### config.mk
export PLATFORM = sky130hd
export DESIGN_NAME = regfile_wb_arbiter
export DESIGN_NICKNAME = d
export VERILOG_FILES = /design/src/rtl/regfile_wb_arbiter.sv
export SDC_FILE = /design/constraint.sdc
export NUM_CORES = 1
export LEC_CHECK = 0
export CELL_PAD_IN_SITES_DETAIL_PLACEMENT = 1
export CELL_PAD_IN_SITES_GLOBAL_PLACEMENT = 2
export CORE_MARGIN = 2
export CORE_UTILIZATION = 16
export CTS_CLUSTER_SIZE = 40
export DETAILED_ROUTE_END_ITERATION = 12
export GPL_TIMING_DRIVEN = 0
export PLACE_DENSITY_LB_ADDON = 0.12
export SLEW_MARGIN = 15
export SYNTH_ARGS = -nofsm -noshare
export SYNTH_HDL_FRONTEND = slang
export SYNTH_SLANG_ARGS = --single-unit
### constraint.sdc
create_clock -name clk -period 2.5 [get_ports clk]
set_input_delay 0.25 -clock clk [delete_from_list [all_inputs] [get_ports clk]]
set_output_delay 0.25 -clock clk [all_outputs]
set_load 0.01 [all_outputs]
### src/rtl/regfile_wb_arbiter.sv
// Round-robin arbiter sharing the register file's single write port among NREQ writeback requesters.
// Optional per-requester saturating grant counters are built when WB_ARB_STATS_EN is defined.
module regfile_wb_arbiter #(
  parameter int NREQ   = 3,
  parameter int ADDR_W = 5,
  parameter int DATA_W = 32
) (
  input  logic                     clk,
  input  logic                     rst,
  input  logic [NREQ-1:0]          req_valid,
  input  logic [NREQ*ADDR_W-1:0]   req_addr,
  input  logic [NREQ*DATA_W-1:0]   req_data,
  output logic [NREQ-1:0]          req_ready,
  input  logic                     wb_hold,
  output logic                     we,
  output logic [ADDR_W-1:0]        waddr,
  output logic [DATA_W-1:0]        wdata,
  output logic [NREQ*16-1:0]       stat_grants
);

  localparam int PTR_W = $clog2(NREQ);
  localparam logic [PTR_W-1:0] LAST = PTR_W'(NREQ - 1);

  logic [PTR_W-1:0]  rr_ptr;
  logic [PTR_W-1:0]  gidx;
  logic [PTR_W-1:0]  next_ptr;
  logic              hit;
  logic              active;
  int                sum;
  logic [ADDR_W-1:0] addr_arr [NREQ];
  logic [DATA_W-1:0] data_arr [NREQ];
  logic [ADDR_W-1:0] sel_addr;
  logic [DATA_W-1:0] sel_data;

  for (genvar i = 0; i < NREQ; i++) begin : g_unpack
    assign addr_arr[i] = req_addr[i*ADDR_W +: ADDR_W];
    assign data_arr[i] = req_data[i*DATA_W +: DATA_W];
  end

  // Scan from the far end of the rotation back to rr_ptr so the last hit is the first in priority order.
  always_comb begin
    hit  = 1'b0;
    gidx = '0;
    sum  = 0;
    for (int k = NREQ - 1; k >= 0; k--) begin
      sum = int'(rr_ptr) + k;
      if (sum >= NREQ) sum = sum - NREQ;
      if (req_valid[PTR_W'(sum)]) begin
        hit  = 1'b1;
        gidx = PTR_W'(sum);
      end
    end
  end

  assign active   = hit & ~wb_hold & ~rst;
  assign next_ptr = (gidx == LAST) ? '0 : gidx + 1'b1;
  assign sel_addr = addr_arr[gidx];
  assign sel_data = data_arr[gidx];

  always_comb begin
    req_ready = '0;
    if (active) req_ready[gidx] = 1'b1;
  end

  // Writes to register 0 are consumed but never reach the port.
  always_ff @(posedge clk or posedge rst) begin
    if (rst) begin
      rr_ptr <= '0;
      we     <= 1'b0;
      waddr  <= '0;
      wdata  <= '0;
    end else if (active) begin
      rr_ptr <= next_ptr;
      if (sel_addr != '0) begin
        we    <= 1'b1;
        waddr <= sel_addr;
        wdata <= sel_data;
      end else begin
        we    <= 1'b0;
        waddr <= '0;
        wdata <= '0;
      end
    end else begin
      we    <= 1'b0;
      waddr <= '0;
      wdata <= '0;
    end
  end

`ifdef WB_ARB_STATS_EN
  logic [15:0] grant_cnt [NREQ];

  always_ff @(posedge clk or posedge rst) begin
    if (rst) begin
      for (int i = 0; i < NREQ; i++) grant_cnt[i] <= '0;
    end else begin
      for (int i = 0; i < NREQ; i++) begin
        if (req_ready[i] && req_valid[i] && grant_cnt[i] != 16'hFFFF)
          grant_cnt[i] <= grant_cnt[i] + 16'd1;
      end
    end
  end

  for (genvar i = 0; i < NREQ; i++) begin : g_stats
    assign stat_grants[i*16 +: 16] = grant_cnt[i];
  end
`else
  assign stat_grants = '0;
`endif

endmodule

==> results.yml, run 1 <==
layout:
  area_delta_synth_final_pct: 101
  antenna_cells: 0
  final_common_cell: "clkdlybuf4s50_1"
  nNetsFinal: 623
  final_cell_mix: "clkdlybuf4s50_1, buf_4, conb_1, dfrtp_1, nand2_1"
  drive_above_1_share_pct: 32.1
  post-route-util_pct: 33.3
  final_cell_area_mm2: 0.00532
  n_fill_cell: 1851
drt:
  drc: 0
  antenna_left: 0
  drt_iter0_drc: 83
  num_vias: 2818
  wl_um: 11800
  via_per_inst: 3.91
  routedWlPerCell_um: 16.4
  drtPass1Iterations: 4
synth:
  synth_top_area_cell: "dfrtp_1"
  ys_warn_count: 0
  ys_seq_elements: 40
  synth_area_leaders: "dfrtp_1, a211oi_2, buf_4"
  netlist.area_leader.share_pct: 37.9
  synth_edf_count: 0
  ys_seq_area_share_pct: 37.9
  yosys_most_used_dff: "dfrtp_1"
  postSynthAreaPerCell_um2: 9.89
  netlist_area_mm2: 0.00264
  synth_cells: 267
  async_reset_ff_share_pct: 100
  synth_cell_types: 36
placement:
  port_buffers: 157
  gp_congestion: 0.700
  place_area_mm2: 0.00468
  dpl.hpwl_um: 8700
grt:
  met2_usage_pct: 21.5
  gr-usage-met3_pct: 4.71
  grt.overflow.total: 0
  grt_pass1_vias: 3055
  antenna_found_initial: 1
  grt.busiest_layer: "met2"
  grt_pass1_wl_um: 17700
  grtUsageMet1_pct: 15.9
  grt_max_degree: 27
  grt_use_total_pct: 12.9
floorplanning:
  row_count: 46
  core_area_mm2: 0.0160
  die-area_mm2: 0.0176
  die_w_um: 132
  ios: 206
  die_y_um: 132
  start_util_pct: 16.5
power_and_ir_drop:
  power_uw: 4320
  ir_drop_mv: 0.337
  p_per_area_mw_per_mm2: 811
  p_leak_uw: 0.00225
job:
  drv_cap: 0
clock_network:
  cts.hold.buffers_added: 0
  numClockSinks: 40
  cts_tree: "built"
  cts_made_buffers: 5
  cts.path.max_buffers: 2
  clk_pin_slew_ps: 70
  clock_latency_ps: 290
  root_buffer: "clkbuf_16"
  htreeDepth: 2
timing:
  max_freq_mhz: 397
  hold_viol: 0
  worstMarginPinSlew_ps: 812
  slew_headroom_pct: 45.9
  tns_ps: -75.3
  setup_ws_ps: -18.2
  fin_crit_ps: 2520
  skew_ps: 5.02
  slew_violations: 0
  fin_crit_sh_pct: 101
  rsz0062_at_grt: "true"
  setup_viol: 5
setup_path:
  end_kind: "register"
  required_ps: 2640
  slowest_delay_ps: 410
  r2r_slack_ps: -20
  crit_chain: "inv_2, ha_4, or3b_4, o31ai_4, o211a_1, buf_6, nand2b_4, a2111oi_4, buf_6, buf_12, clkbuf_16, a211oi_2"
  cp_slowest_cell: "dfrtp_2"
  arrival_ps: 2660
  worstPathMaxFanout: 6
  crit_path_frequent_cell: "buf_6"
  r2r_end: "wdata[0]"
  r2r-start: "rr_ptr[1]"
  crit_type: "register to register"
  cp-start-kind: "register"
  ff2ff_path_depth: 12
outcome:
  violations: "setup timing"
  run_status: "complete, but fails checks"
worst_hold_path:
  hold_class: "input pin to asynchronous set/reset pin"
==> cell usage after synthesis, drive strengths merged (2+ instances only) <==
master / instances
a2111oi: 3
a211oi: 35
a21o: 2
a21oi: 4
a22oi: 32
a311oi: 3
buf: 55
clkbuf: 13
dfrtp: 40
ha: 2
inv: 6
nand2: 39
nor2: 10
nor2b: 2
nor3: 5
o21ai: 2
==> layer usage <==
layer / up-vias / part of all wire, %
li1: 1341 / -
met1: 1338 / 42
met2: 131 / 48
met3: 8 / 8.9
met4: 0 / 1.2
met5: - / 0
==> area by class of cell <==
class	count	area [um2]	area share (%)
inverters	6	22.5	0.423
clock buffers	6	129	2.42
multi-input cells	200	1490	28.1
clock inverters	2	35.0	0.658
plain buffers	63	473	8.89
flip-flops and latches	40	1000	18.8
repair buffers	188	1900	35.6
well taps	216	270	5.08
==> cell families after synthesis <==
logic type	after synthesis	share of synthesized area, %
other	1	0.142
flip-flops	40	37.9
buffers and inverters	74	18.9
adder cells (fa/ha/maj)	3	1.33
AND/OR/NAND/NOR	64	10.8
AO/OA/AOI/OAI	85	31.0
==> per-stage QoR <==
stage	std cells	setup WS (ps)	hold slack, ps
after floorplan	314	16.2	393
after global placement	687	-766	502
after detailed placement	688	-744	509
after CTS	711	-123	338
after global routing	721	-154	368
final	721	-18.2	326
==> power by group <==
part / switching (uW) / leakage, uW / internal (uW)
sequential: 55.8 / 0.000542 / 784
clock: 284 / 0.0000808 / 471
combinational: 1400 / 0.00163 / 1330
total: 1740 / 0.00225 / 2580
==> worst max-delay path by stage <==
stage	start	to	slack (ps)	cells past startpoint
after floorplan	rr_ptr[0]	wdata[0]	20	10
after global placement	rr_ptr[0]	req_ready[2]	-770	8
after detailed placement	rr_ptr[0]	req_ready[2]	-740	8
after CTS	rr_ptr[0]	wdata[17]	-120	11
after global routing	rr_ptr[0]	wdata[0]	-150	13
final	rr_ptr[1]	wdata[0]	-20	12
==> critical path: cells and delay by family (launching register included) <==
| kind | cells | cell delay (ps) |
|---|---|---|
| AO/OA/AOI/OAI | 4 | 650 |
| buffers and inverters | 5 | 660 |
| AND/OR/NAND/NOR | 2 | 470 |
| adder cells (fa/ha/maj) | 1 | 190 |
| flip-flops | 1 | 410 |
==> timing repair <==
action                     CTS  global route
setup endpoints to repair   42            39
pin swaps                    4            33
buffers inserted            17            10
resized for setup           35            35
gates cloned                 1             2
==> sequential cells by signal, summed over array words and instances, names as in the netlist <==
register  count
rr_ptr        2
waddr         5
wdata        32
we            1
Power figures use the tool's default switching activity.
==> run 2: changes to the inputs <==
--- a/config.mk
+++ b/config.mk
@@ -13,7 +13,7 @@
 export DETAILED_ROUTE_END_ITERATION = 12
 export GPL_TIMING_DRIVEN = 0
 export PLACE_DENSITY_LB_ADDON = 0.12
-export SLEW_MARGIN = 15
+export SLEW_MARGIN = 40
 export SYNTH_ARGS = -nofsm -noshare
 export SYNTH_HDL_FRONTEND = slang
 export SYNTH_SLANG_ARGS = --single-unit
==> run 2 against run 1 <==
The run now ends clean; sequential power is essentially flat; fmax is 1.4% higher; clock-buffer cell count unchanged; combinational power shrank 4%; total power decreased by 2.6%; setup slack better by 36 ps.
==> results.yml, run 2 (same netlist as run 1, synthesis figures left out) <==
outcome:
  run_status: "complete, no violations"
clock_network:
  cts.path.max_buffers: 2
  cts.hold.buffers_added: 0
  numClockSinks: 40
  cts_made_buffers: 5
  clk_pin_slew_ps: 60
  clock_latency_ps: 290
  root_buffer: "clkbuf_16"
  htreeDepth: 2
  cts_tree: "built"
setup_path:
  r2r_slack_ps: 20
  worstPathMaxFanout: 7
  crit_type: "register to register"
  arrival_ps: 2640
  crit_path_start: "rr_ptr[1]"
  ff2ff_path_depth: 12
  cp-start-kind: "register"
  end_kind: "register"
  required_ps: 2660
  r2r-start: "rr_ptr[1]"
  r2r_end: "wdata[13]"
  crit_end: "wdata[13]"
drt:
  routedWlPerCell_um: 16.3
  drc: 0
  num_vias: 2782
  wl_um: 11600
  drt_iter0_drc: 64
  drtPass1Iterations: 4
  via_per_inst: 3.90
  antenna_left: 0
floorplanning:
  core_area_mm2: 0.0160
  die_w_um: 132
  die-area_mm2: 0.0176
  ios: 206
  start_util_pct: 16.5
  die_y_um: 132
  row_count: 46
layout:
  final_cell_mix: "clkdlybuf4s50_1, buf_4, conb_1, dfrtp_1, nand2_1"
  largest_reg_flops: 32
  area_delta_synth_final_pct: 97.4
  nNetsFinal: 615
  top_regs: "wdata (32), waddr (5), rr_ptr (2)"
  final_common_cell: "clkdlybuf4s50_1"
  n_fill_cell: 1853
  drive_above_1_share_pct: 31.6
  regMostFlops: "wdata"
  antenna_cells: 0
grt:
  grt.overflow.total: 0
  grt_pass1_vias: 3078
  antenna_found_initial: 0
  grt_pass1_wl_um: 18100
  grt_max_degree: 27
  grt_use_total_pct: 13.2
timing:
  max_freq_mhz: 403
  slew_headroom_pct: 66.3
  fin_crit_sh_pct: 99.3
  fin_crit_ps: 2480
  setup_ws_ps: 17.3
  hold_viol: 0
  skew_ps: 3.68
  setup_viol: 0
  slew_violations: 0
  rsz0062_at_grt: "true"
  timing.hold.ws_ps: 290
  worstMarginPinSlew_ps: 506
placement:
  pre_cts_slack_ps: -795
  port_buffers: 157
  dpl.hpwl_um: 8650
  gp_congestion: 0.700
worst_hold_path:
  hold_class: "input pin to asynchronous set/reset pin"
job:
  drv_cap: 0
power_and_ir_drop:
  p_per_area_mw_per_mm2: 807
  p_leak_uw: 0.00220
  ir_drop_mv: 0.275
==> run 2: area by class of cell <==
class | count | area, um2 | share of cell area [%]
clock buffer | 6 | 129 | 2.47
buffer | 62 | 453 | 8.69
clock inverter | 2 | 35.0 | 0.672
timing repair buffer | 181 | 1820 | 34.9
sequential | 40 | 1000 | 19.2
inverter | 6 | 25.0 | 0.480
multi-input combinational | 200 | 1480 | 28.4
tap | 216 | 270 | 5.18
==> run 2: repair_timing <==
action | CTS | global route
setup endpoints to repair | 42 | 42
pin swaps | 19 | 13
resized for setup | 47 | 28
setup buffers | 19 | 3
cloned | 2 | 0
==> run 2: metrics by stage <==
step,power (uW),instances,util (%),cell area (um2),TNS [ps]
after floorplan,2140,314,-,2820,0
after global placement,2990,687,29.1,4660,-14470
final,4210,713,32.6,5210,0
after global routing,4520,713,32.6,5210,-1880
after CTS,4230,716,32.5,5200,-2910
after detailed placement,3020,688,29.3,4680,-15220
==> run 2: power breakdown <==
part	switching, uW	leakage (uW)	internal (uW)	total [uW]
combinational	1360	0.00158	1250	2610
sequential	54.6	0.000542	784	839
clock	283	0.0000808	471	753
total	1700	0.00220	2510	4210
==> run 2: critical path, stage by stage, from the launching register on <==
cell	delay [ps]
dfrtp_1	420
inv_2	70
ha_4	190
or3b_4	410
o31ai_4	90
o211a_1	220
buf_6	140
nand2b_4	70
a2111oi_4	300
buf_6	200
buf_12	120
buf_16	110
a211oi_2	30
==> run 2: how the worst min path moves through the flow <==
stage	from	end	slack (ps)
floorplan	req_data[15]	wdata[15]	390
global placement	rr_ptr[0]	rr_ptr[0]	500
detailed placement	rr_ptr[1]	rr_ptr[1]	510
CTS	rst	waddr[0]	290
global route	rst	wdata[17]	320
finish	rst	waddr[0]	290
==> run 2: per-layer routing <==
layer	vias up	wire, um	GRT usage [%]
met3	8	1020	4.60
met5	-	0	0
met4	0	102	2.87
met2	131	5530	22.5
met1	1321	4980	16.1
li1	1322	-	-
